**src/rtl/pipe_hazard_ctrl_pkg.sv**
```systemverilog
// Shared definitions for the pipeline stall/flush sequencer.
package pipe_hazard_ctrl_pkg;

  typedef enum logic [1:0] {
    ST_RUN      = 2'd0,
    ST_MEM_WAIT = 2'd1,
    ST_DRAIN    = 2'd2,
    ST_HALTED   = 2'd3
  } hz_state_e;

  localparam int DRAIN_CYCLES_DEF = 3;

  // Bit positions of the per-stage enable/clear vectors.
  localparam int STG_PC    = 0;
  localparam int STG_IFID  = 1;
  localparam int STG_IDEX  = 2;
  localparam int STG_EXMEM = 3;
  localparam int STG_MEMWB = 4;
  localparam int NUM_STG   = 5;

endpackage

```
**src/rtl/pipe_hazard_ctrl_hazard_detect.sv**
```systemverilog
// Load-use hazard compare between the ID sources and the EX load destination.
module pipe_hazard_ctrl_hazard_detect (
  input  logic [4:0] i_id_rs,
  input  logic [4:0] i_id_rt,
  input  logic       i_id_use_rs,
  input  logic       i_id_use_rt,
  input  logic       i_ex_rmem,
  input  logic [4:0] i_ex_nd,
  output logic       o_luh
);

  logic w_rs_hit;
  logic w_rt_hit;

  // Register 0 is hardwired, so a load targeting it never creates a hazard.
  always_comb begin
    w_rs_hit = i_id_use_rs && (i_id_rs == i_ex_nd);
    w_rt_hit = i_id_use_rt && (i_id_rt == i_ex_nd);
    o_luh    = i_ex_rmem && (i_ex_nd != 5'd0) && (w_rs_hit || w_rt_hit);
  end

endmodule

```
**src/rtl/pipe_hazard_ctrl.sv**
```systemverilog
// Central stall/flush sequencer driving PC and stage-register enables/clears.
//
// state    | meaning
// ---------+-----------------------------------------------------------
// RUN      | normal flow; redirect / load-use / halt handled per cycle
// MEM_WAIT | data memory stalled; upstream frozen, bubbles into MEM/WB
// DRAIN    | fetch frozen, bubbles pushed until the back end is empty
// HALTED   | everything frozen until halt_req drops
module pipe_hazard_ctrl
  import pipe_hazard_ctrl_pkg::*;
#(
  parameter int DRAIN_CYCLES = DRAIN_CYCLES_DEF,
  parameter int CNT_W        = 16
) (
  input  logic             clk,
  input  logic             rst,
  input  logic [4:0]       id_rs,
  input  logic [4:0]       id_rt,
  input  logic             id_use_rs,
  input  logic             id_use_rt,
  input  logic             ex_RMEM,
  input  logic [4:0]       ex_nd,
  input  logic             ex_redirect,
  input  logic             mem_req,
  input  logic             mem_ready,
  input  logic             halt_req,
  output logic             pc_CE,
  output logic             ifid_CE,
  output logic             idex_CE,
  output logic             exmem_CE,
  output logic             memwb_CE,
  output logic             ifid_clr,
  output logic             idex_clr,
  output logic             memwb_clr,
  output logic             halted,
  output logic [CNT_W-1:0] stall_cnt
);

  localparam int DW = (DRAIN_CYCLES > 1) ? $clog2(DRAIN_CYCLES) : 1;

  hz_state_e            r_state, w_state_nxt;
  hz_state_e            r_ret, w_ret_nxt;
  hz_state_e            w_eff;
  logic [DW-1:0]        r_dcnt, w_dcnt_nxt;
  logic [CNT_W-1:0]     r_stall_cnt;
  logic [NUM_STG-1:0]   w_ce, w_clr;
  logic                 w_luh, w_mw;

  pipe_hazard_ctrl_hazard_detect u_hazard_detect (
    .i_id_rs     (id_rs),
    .i_id_rt     (id_rt),
    .i_id_use_rs (id_use_rs),
    .i_id_use_rt (id_use_rt),
    .i_ex_rmem   (ex_RMEM),
    .i_ex_nd     (ex_nd),
    .o_luh       (w_luh)
  );

  // Next-state and stage controls; the cycle a memory wait ends behaves as the recorded return state.
  always_comb begin
    w_ce        = '1;
    w_clr       = '0;
    w_state_nxt = r_state;
    w_ret_nxt   = r_ret;
    w_dcnt_nxt  = r_dcnt;
    w_mw        = mem_req && !mem_ready;
    w_eff       = (r_state == ST_MEM_WAIT) ? r_ret : r_state;

    if (r_state == ST_HALTED) begin
      w_ce = '0;
      if (!halt_req) w_state_nxt = ST_RUN;
    end else if (w_mw) begin
      w_ce             = '0;
      w_ce[STG_MEMWB]  = 1'b1;
      w_clr[STG_MEMWB] = 1'b1;
      w_state_nxt      = ST_MEM_WAIT;
      if (r_state != ST_MEM_WAIT) w_ret_nxt = r_state;
    end else if (w_eff == ST_DRAIN) begin
      w_ce[STG_PC]    = 1'b0;
      w_ce[STG_IFID]  = 1'b0;
      w_clr[STG_IDEX] = 1'b1;
      // Flushing IF/ID needs its enable, since a clear only acts when enabled.
      if (ex_redirect) begin
        w_ce[STG_IFID]  = 1'b1;
        w_clr[STG_IFID] = 1'b1;
      end
      if (r_dcnt == '0) begin
        w_state_nxt = ST_HALTED;
      end else begin
        w_dcnt_nxt  = r_dcnt - DW'(1);
        w_state_nxt = ST_DRAIN;
      end
    end else begin
      w_state_nxt = ST_RUN;
      if (ex_redirect) begin
        w_clr[STG_IFID] = 1'b1;
        w_clr[STG_IDEX] = 1'b1;
      end else if (w_luh) begin
        w_ce[STG_PC]    = 1'b0;
        w_ce[STG_IFID]  = 1'b0;
        w_clr[STG_IDEX] = 1'b1;
      end else if (halt_req) begin
        w_ce[STG_PC]    = 1'b0;
        w_ce[STG_IFID]  = 1'b0;
        w_clr[STG_IDEX] = 1'b1;
        w_dcnt_nxt      = DW'(DRAIN_CYCLES - 1);
        w_state_nxt     = ST_DRAIN;
      end
    end
  end

  // State, return state, drain counter and saturating stall counter.
  always_ff @(posedge clk or negedge rst) begin
    if (!rst) begin
      r_state     <= ST_RUN;
      r_ret       <= ST_RUN;
      r_dcnt      <= '0;
      r_stall_cnt <= '0;
    end else begin
      r_state <= w_state_nxt;
      r_ret   <= w_ret_nxt;
      r_dcnt  <= w_dcnt_nxt;
      if (!w_ce[STG_PC] && (r_stall_cnt != '1)) r_stall_cnt <= r_stall_cnt + CNT_W'(1);
    end
  end

  // Controls are forced inactive for as long as reset is held.
  always_comb begin
    pc_CE     = rst && w_ce[STG_PC];
    ifid_CE   = rst && w_ce[STG_IFID];
    idex_CE   = rst && w_ce[STG_IDEX];
    exmem_CE  = rst && w_ce[STG_EXMEM];
    memwb_CE  = rst && w_ce[STG_MEMWB];
    ifid_clr  = rst && w_clr[STG_IFID];
    idex_clr  = rst && w_clr[STG_IDEX];
    memwb_clr = rst && w_clr[STG_MEMWB];
    halted    = (r_state == ST_HALTED);
    stall_cnt = r_stall_cnt;
  end

endmodule

```
**config.mk**
```make
export PLATFORM = sky130hd
export DESIGN_NAME = pipe_hazard_ctrl
export DESIGN_NICKNAME = d
export VERILOG_FILES = /design/src/rtl/pipe_hazard_ctrl_pkg.sv /design/src/rtl/pipe_hazard_ctrl_hazard_detect.sv /design/src/rtl/pipe_hazard_ctrl.sv
export SDC_FILE = /design/constraint.sdc
export NUM_CORES = 1
export LEC_CHECK = 0
export BUFFER_PORTS_ARGS = -buffer_cell sky130_fd_sc_hd__clkbuf_2
export CAP_MARGIN = 25
export CORE_ASPECT_RATIO = 0.8
export CORE_MARGIN = 3
export CORE_UTILIZATION = 44
export DETAILED_ROUTE_END_ITERATION = 8
export GPL_ROUTABILITY_DRIVEN = 1
export PLACE_DENSITY_LB_ADDON = 0.05
export SKIP_CTS_REPAIR_TIMING = 1
export SYNTH_ARGS = -nofsm -noshare
export SYNTH_HDL_FRONTEND = slang
export SYNTH_HIERARCHICAL = 1
export SYNTH_SLANG_ARGS = --single-unit
```
**constraint.sdc**
```tcl
create_clock -name clk -period 2.8 [get_ports clk]
set_clock_uncertainty 0.2 [all_clocks]
set_input_delay 0.42 -clock clk [delete_from_list [all_inputs] [get_ports clk]]
set_output_delay 0.42 -clock clk [all_outputs]
set_load 0.03 [all_outputs]
```
After elaboration in Yosys (flattened, before gate mapping):

Cells that the tools add are included.
W data, S select, Z words.

* mux-type cells: 30
* add/sub/neg operators: 2
* equality and inequality tests: 11
* bitwise gates (word level): 2
* reduce and logical (&&, ||, !) cells: 22

Operators by type and width (number)
* $mux W2: 22
* $add A16 B1 Y16 const B: 1
* $ne A16 B16 Y1 const B: 1
* $logic_and A1 B1 Y1: 14
* $eq A5 B5 Y1: 2
* $mux W1: 7
* $ne A2 B2 Y1 const B: 3
* $reduce_and A6 Y1: 1
* $mux W5: 1
* $reduce_bool A5 Y1: 1
* $eq A2 B2 Y1 const B: 2
* $ne A2 B1 Y1 const B: 2
* $reduce_and A3 Y1: 1
* $eq A2 B1 Y1 const B: 1
* $logic_not A1 Y1: 2
* $logic_not A2 Y1: 1
* $not A1 Y1: 2
* $reduce_bool A2 Y1: 1
* $sub A2 B1 Y2 const B: 1
* $logic_or A1 B1 Y1: 1

* input bits: 24
* logic and storage cells: 71
* bits in registers: 22
* output and inout bits: 25

Logic depth before layout (Yosys ltp):

* depth after elaboration: 11
* gate-level depth with buffers: 9
* mapped depth without buffers: 8

Cells and area by module:

The synthesis kept the hierarchy.

By module, submodules not included
* pipe_hazard_ctrl: area an instance 1243.7 µm², cells an instance 113, seq. area each 550.5 µm², times used 1
* pipe_hazard_ctrl_hazard_detect: area an instance 133.9 µm², cells an instance 17, seq. area each 0.0 µm², times used 1

Worst setup path before layout:

No wires, ideal clock.

* path type: input-to-output
* start point: input port ex_nd[0]
* end point: output port pc_CE
* path slack: -0.214 ns
* data arrival time: 2.394 ns
* path buffers: 1
* cell stages on the path: 7
* data required time: 2.180 ns
* cells stage by stage: or4_1 o21ai_1 a21oi_1 or2_1 a2111oi_4 buf_4 and2_1

* word-level cells in the longest chain between the ends: 10
* elaborated cells on any way between the ends: 14
* those cells by class: eq/ne: 2; mux: 5; reduce/logical: 7

Ends and longest elaborated chain
* start, declared: line pipe_hazard_ctrl.sv:22 `input logic [4:0] ex_nd,`
* $eq A5 B5 Y1 (on tied branches): line pipe_hazard_ctrl_hazard_detect.sv:17, pipe_hazard_ctrl_hazard_detect.sv:18
* $logic_and A1 B1 Y1 (on tied branches): line pipe_hazard_ctrl_hazard_detect.sv:17, pipe_hazard_ctrl_hazard_detect.sv:18
* $logic_or A1 B1 Y1: line pipe_hazard_ctrl_hazard_detect.sv:19 `o_luh = i_ex_rmem && (i_ex_nd != 5'd0) && (w_rs_hit || w_rt_hit);`
* $logic_and A1 B1 Y1 (*): line pipe_hazard_ctrl_hazard_detect.sv:19
* net w_luh: line pipe_hazard_ctrl.sv:47 `logic w_luh, w_mw;`
* $mux W2 (*): line pipe_hazard_ctrl.sv:98 `end else if (w_luh) begin`
* $mux W2 (*): line pipe_hazard_ctrl.sv:95 `if (ex_redirect) begin`
* $mux W2 (*): line pipe_hazard_ctrl.sv:78 `end else if (w_eff == ST_DRAIN) begin`
* $mux W2 (*): line pipe_hazard_ctrl.sv:72 `end else if (w_mw) begin`
* $mux W5 (*): line pipe_hazard_ctrl.sv:69 `if (r_state == ST_HALTED) begin`
* $logic_and A1 B1 Y1 (*): line pipe_hazard_ctrl.sv:129 `pc_CE = rst && w_ce[STG_PC];`
* end, declared: line pipe_hazard_ctrl.sv:27 `output logic pc_CE,`

Mark *: on every way through the listed nets, which the timed path passes. The rest lies on a longest branch.

Worst setup path in the final report:

* start point: input port ex_nd[4]
* end point: output port pc_CE

Same word-level chain as after synthesis.

==> flow_metrics.tcl <==
set metrics [dict create \
    status "complete, but fails checks" \
    violations "negative setup slack" \
    ys_types 37 \
    cts_tree "done" \
    p_sw_w 0.0006246 \
    gp_congestion 0.8097 \
    nNetsFinal 219 \
    fin_crit_ns 2.847 \
    tightest_slew_ns 0.5758 \
    ant_nets 0 \
    ys_ff_latch 22 \
    cp-end-kind "output pin" \
    slew_headroom_pct 61.32 \
    max-vdd-ir-drop_mv 0.7136 \
    mostFrequentLayoutCells "clkbuf_2, xor2_1, dfrtp_1" \
    startpoint_type "input port" \
    antenna_found_initial 0 \
    hpwl_um 2456 \
    grt_max_degree 24 \
    seqPwrFrac_pct 34.9 \
    core_um2 2872 \
    antennaDiodeCount 0 \
    synth_nets 156 \
    wirelength_um 3045 \
    netlist_area_um2 1378 \
    clkTransAtPathRegs_ns 0.08 \
    hold_path.class "input port to register" \
    p_leak_nw 0.9200 \
    port_buffers 48 \
    p_per_area_nw_per_um2 821.4 \
    holdWs_ns 0.2339 \
    htree_levels 1 \
    syn_avg_cell_area_um2 10.60 \
    instances_no_fill 230 \
    drtIter0Drc 30 \
    p_int_w 0.0008863 \
    die_h_um 56.05 \
    vias 1192 \
    synthArstFlopShare_pct 100.0 \
    ios 49 \
    slew_violations 0 \
    die-area_um2 3842 \
    layout-drive-gt1-share_pct 40.63 \
    final-setup-viol-count 1 \
    cts.sinks 22 \
    root_buffer "clkbuf_8" \
    vias_per_cell 5.183 \
    fin_crit_sh_pct 101.7 \
    yosysSeqAreaShare_pct 39.96 \
    first_global_vias 1192 \
    grt_overflow 0 \
    synth_edf_count 0 \
    rsz0062_at_grt "yes" \
    cts_buffer_depth 2 \
    cp_max_fo 2 \
    cp.required_ns 2.18 \
    pwr-share-comb_pct 45.6 \
    drc 0 \
    crit_type "input port to output pin" \
    hold_viol_final 0 \
    cts_buffers 3 \
    synthCells 130 \
    initial_core_util_pct 47.97 \
    wl_per_cell_um 13.24 \
    switching_share_pct 41.34 \
    yosysWarnings 6 \
    die_w_um 68.56 \
    track_usage_pct 16.95 \
    place_inst 224 \
    rows 17 \
    grt_pass1_wl_um 5126 \
    clk_latency_ns 0.26 \
    arrival_ns 2.23 \
    synth_flop_cell "dfrtp_1" \
    setup_slack_ns -0.04687 \
    dr.pass1.iters 4 \
    maxCapViolations 0 \
    clock_power_share_pct 19.5 \
    areaGrowthSynthToFinish_pct 33.51 \
    fillCellCount 245 \
    max_freq_mhz 351.3 \
    final_common_cell "clkbuf_2" \
]
==> worst paths after layout <==
| kind | from | to | slack (ns) | cells past startpoint |
|---|---|---|---|---|
| min in group asynchronous | rst | r_ret[0] | 0.51 | 3 |
| worst min register to register | r_dcnt[0] | r_dcnt[0] | 0.28 | 1 |
| worst max register to register | stall_cnt[0] | stall_cnt[1] | 0.49 | 5 |
| worst max-delay path | ex_nd[4] | pc_CE | -0.05 | 8 |
| worst min-delay path | halt_req | r_state[1] | 0.23 | 3 |
| max in group asynchronous | rst | stall_cnt[2] | 1.67 | 3 |
==> registers in the layout, summed over array words and instances (netlist names) <==
register and flops:
stall_cnt 16, r_dcnt 2, r_ret 2, r_state 2
==> synth_stat cells, types with 2 or more instances <==
| master | n | share of area (%) |
|---|---|---|
| dfrtp_1 | 22 | 40 |
| xor2_1 | 22 | 14 |
| nand2_1 | 10 | 2.7 |
| inv_1 | 6 | 1.6 |
| nor4_2 | 6 | 5.4 |
| nand3_1 | 5 | 1.8 |
| nor2_1 | 5 | 1.4 |
| nand4_1 | 4 | 1.8 |
| nor3_1 | 4 | 1.5 |
| nor4b_1 | 4 | 2.5 |
| and2_1 | 3 | 1.4 |
| and3_1 | 3 | 1.4 |
| buf_4 | 3 | 1.6 |
| nor2b_1 | 3 | 1.4 |
| nor3b_1 | 3 | 1.6 |
| a21oi_1 | 2 | 0.73 |
| ha_1 | 2 | 1.8 |
| mux2_1 | 2 | 1.6 |
| nor4_1 | 2 | 0.91 |
| xnor2_1 | 2 | 1.3 |
==> cells by family after synthesis <==
family | synth area share, %
AOI/OAI and AO/OA | 5.905
and+or+nand+nor | 30.61
adders and majority gates | 1.816
DFF | 39.96
muxes | 3.179
buffers and inverters | 3.270
xor gates and xnor gates | 15.26
==> worst max-delay path, cell delays in order <==
cell       delay (ns)
buf_6            0.09
or4_1            0.52
o21ai_1          0.17
a21oi_2          0.06
or2_1            0.26
a2111oi_4        0.39
and2_4           0.20
buf_6            0.12
==> stage by stage <==
stage               power [W]   TNS (ns)  setup slack, ns  area (um^2)  util, %
floorplan            0.001005  -0.001527        -0.001527         1384        -
global placement     0.001202   -0.02547         -0.02547         1728    60.17
detailed placement   0.001224    -0.1124         -0.04475         1728    60.17
CTS                  0.001524   -0.08370         -0.08370         1799    62.66
global route         0.001617    -0.1179          -0.1179         1839    64.05
finish               0.001511   -0.04687         -0.04687         1839    64.05
==> power by group through the flow <==
stage / Combinational, W / Clock [W] / Sequential (W)
floorplan: 0.000362 / 0 / 0.000643
global placement: 0.000674 / 0 / 0.000528
detailed placement: 0.000689 / 0 / 0.000535
CTS: 0.000691 / 0.000304 / 0.000529
global route: 0.000753 / 0.000315 / 0.000548
finish: 0.000689 / 0.000294 / 0.000527
==> cell type report <==
class / instances / area [um^2] / share of cell area (%)
clock inverters: 1 / 30.03 / 1.633
repair buffers: 61 / 359.1 / 19.52
inverters: 6 / 22.52 / 1.224
well taps: 38 / 47.55 / 2.585
multi-input cells: 99 / 788.3 / 42.86
flip-flops and latches: 22 / 550.5 / 29.93
clock buffers: 3 / 41.29 / 2.245
==> per-layer routing <==
layer,part of all wire [%],track usage (%)
met1,46,23.42
met2,46,26.80
met3,7.8,4.444
met4,0.39,2.550
met5,0,0
Power figures use the tool's default switching activity.
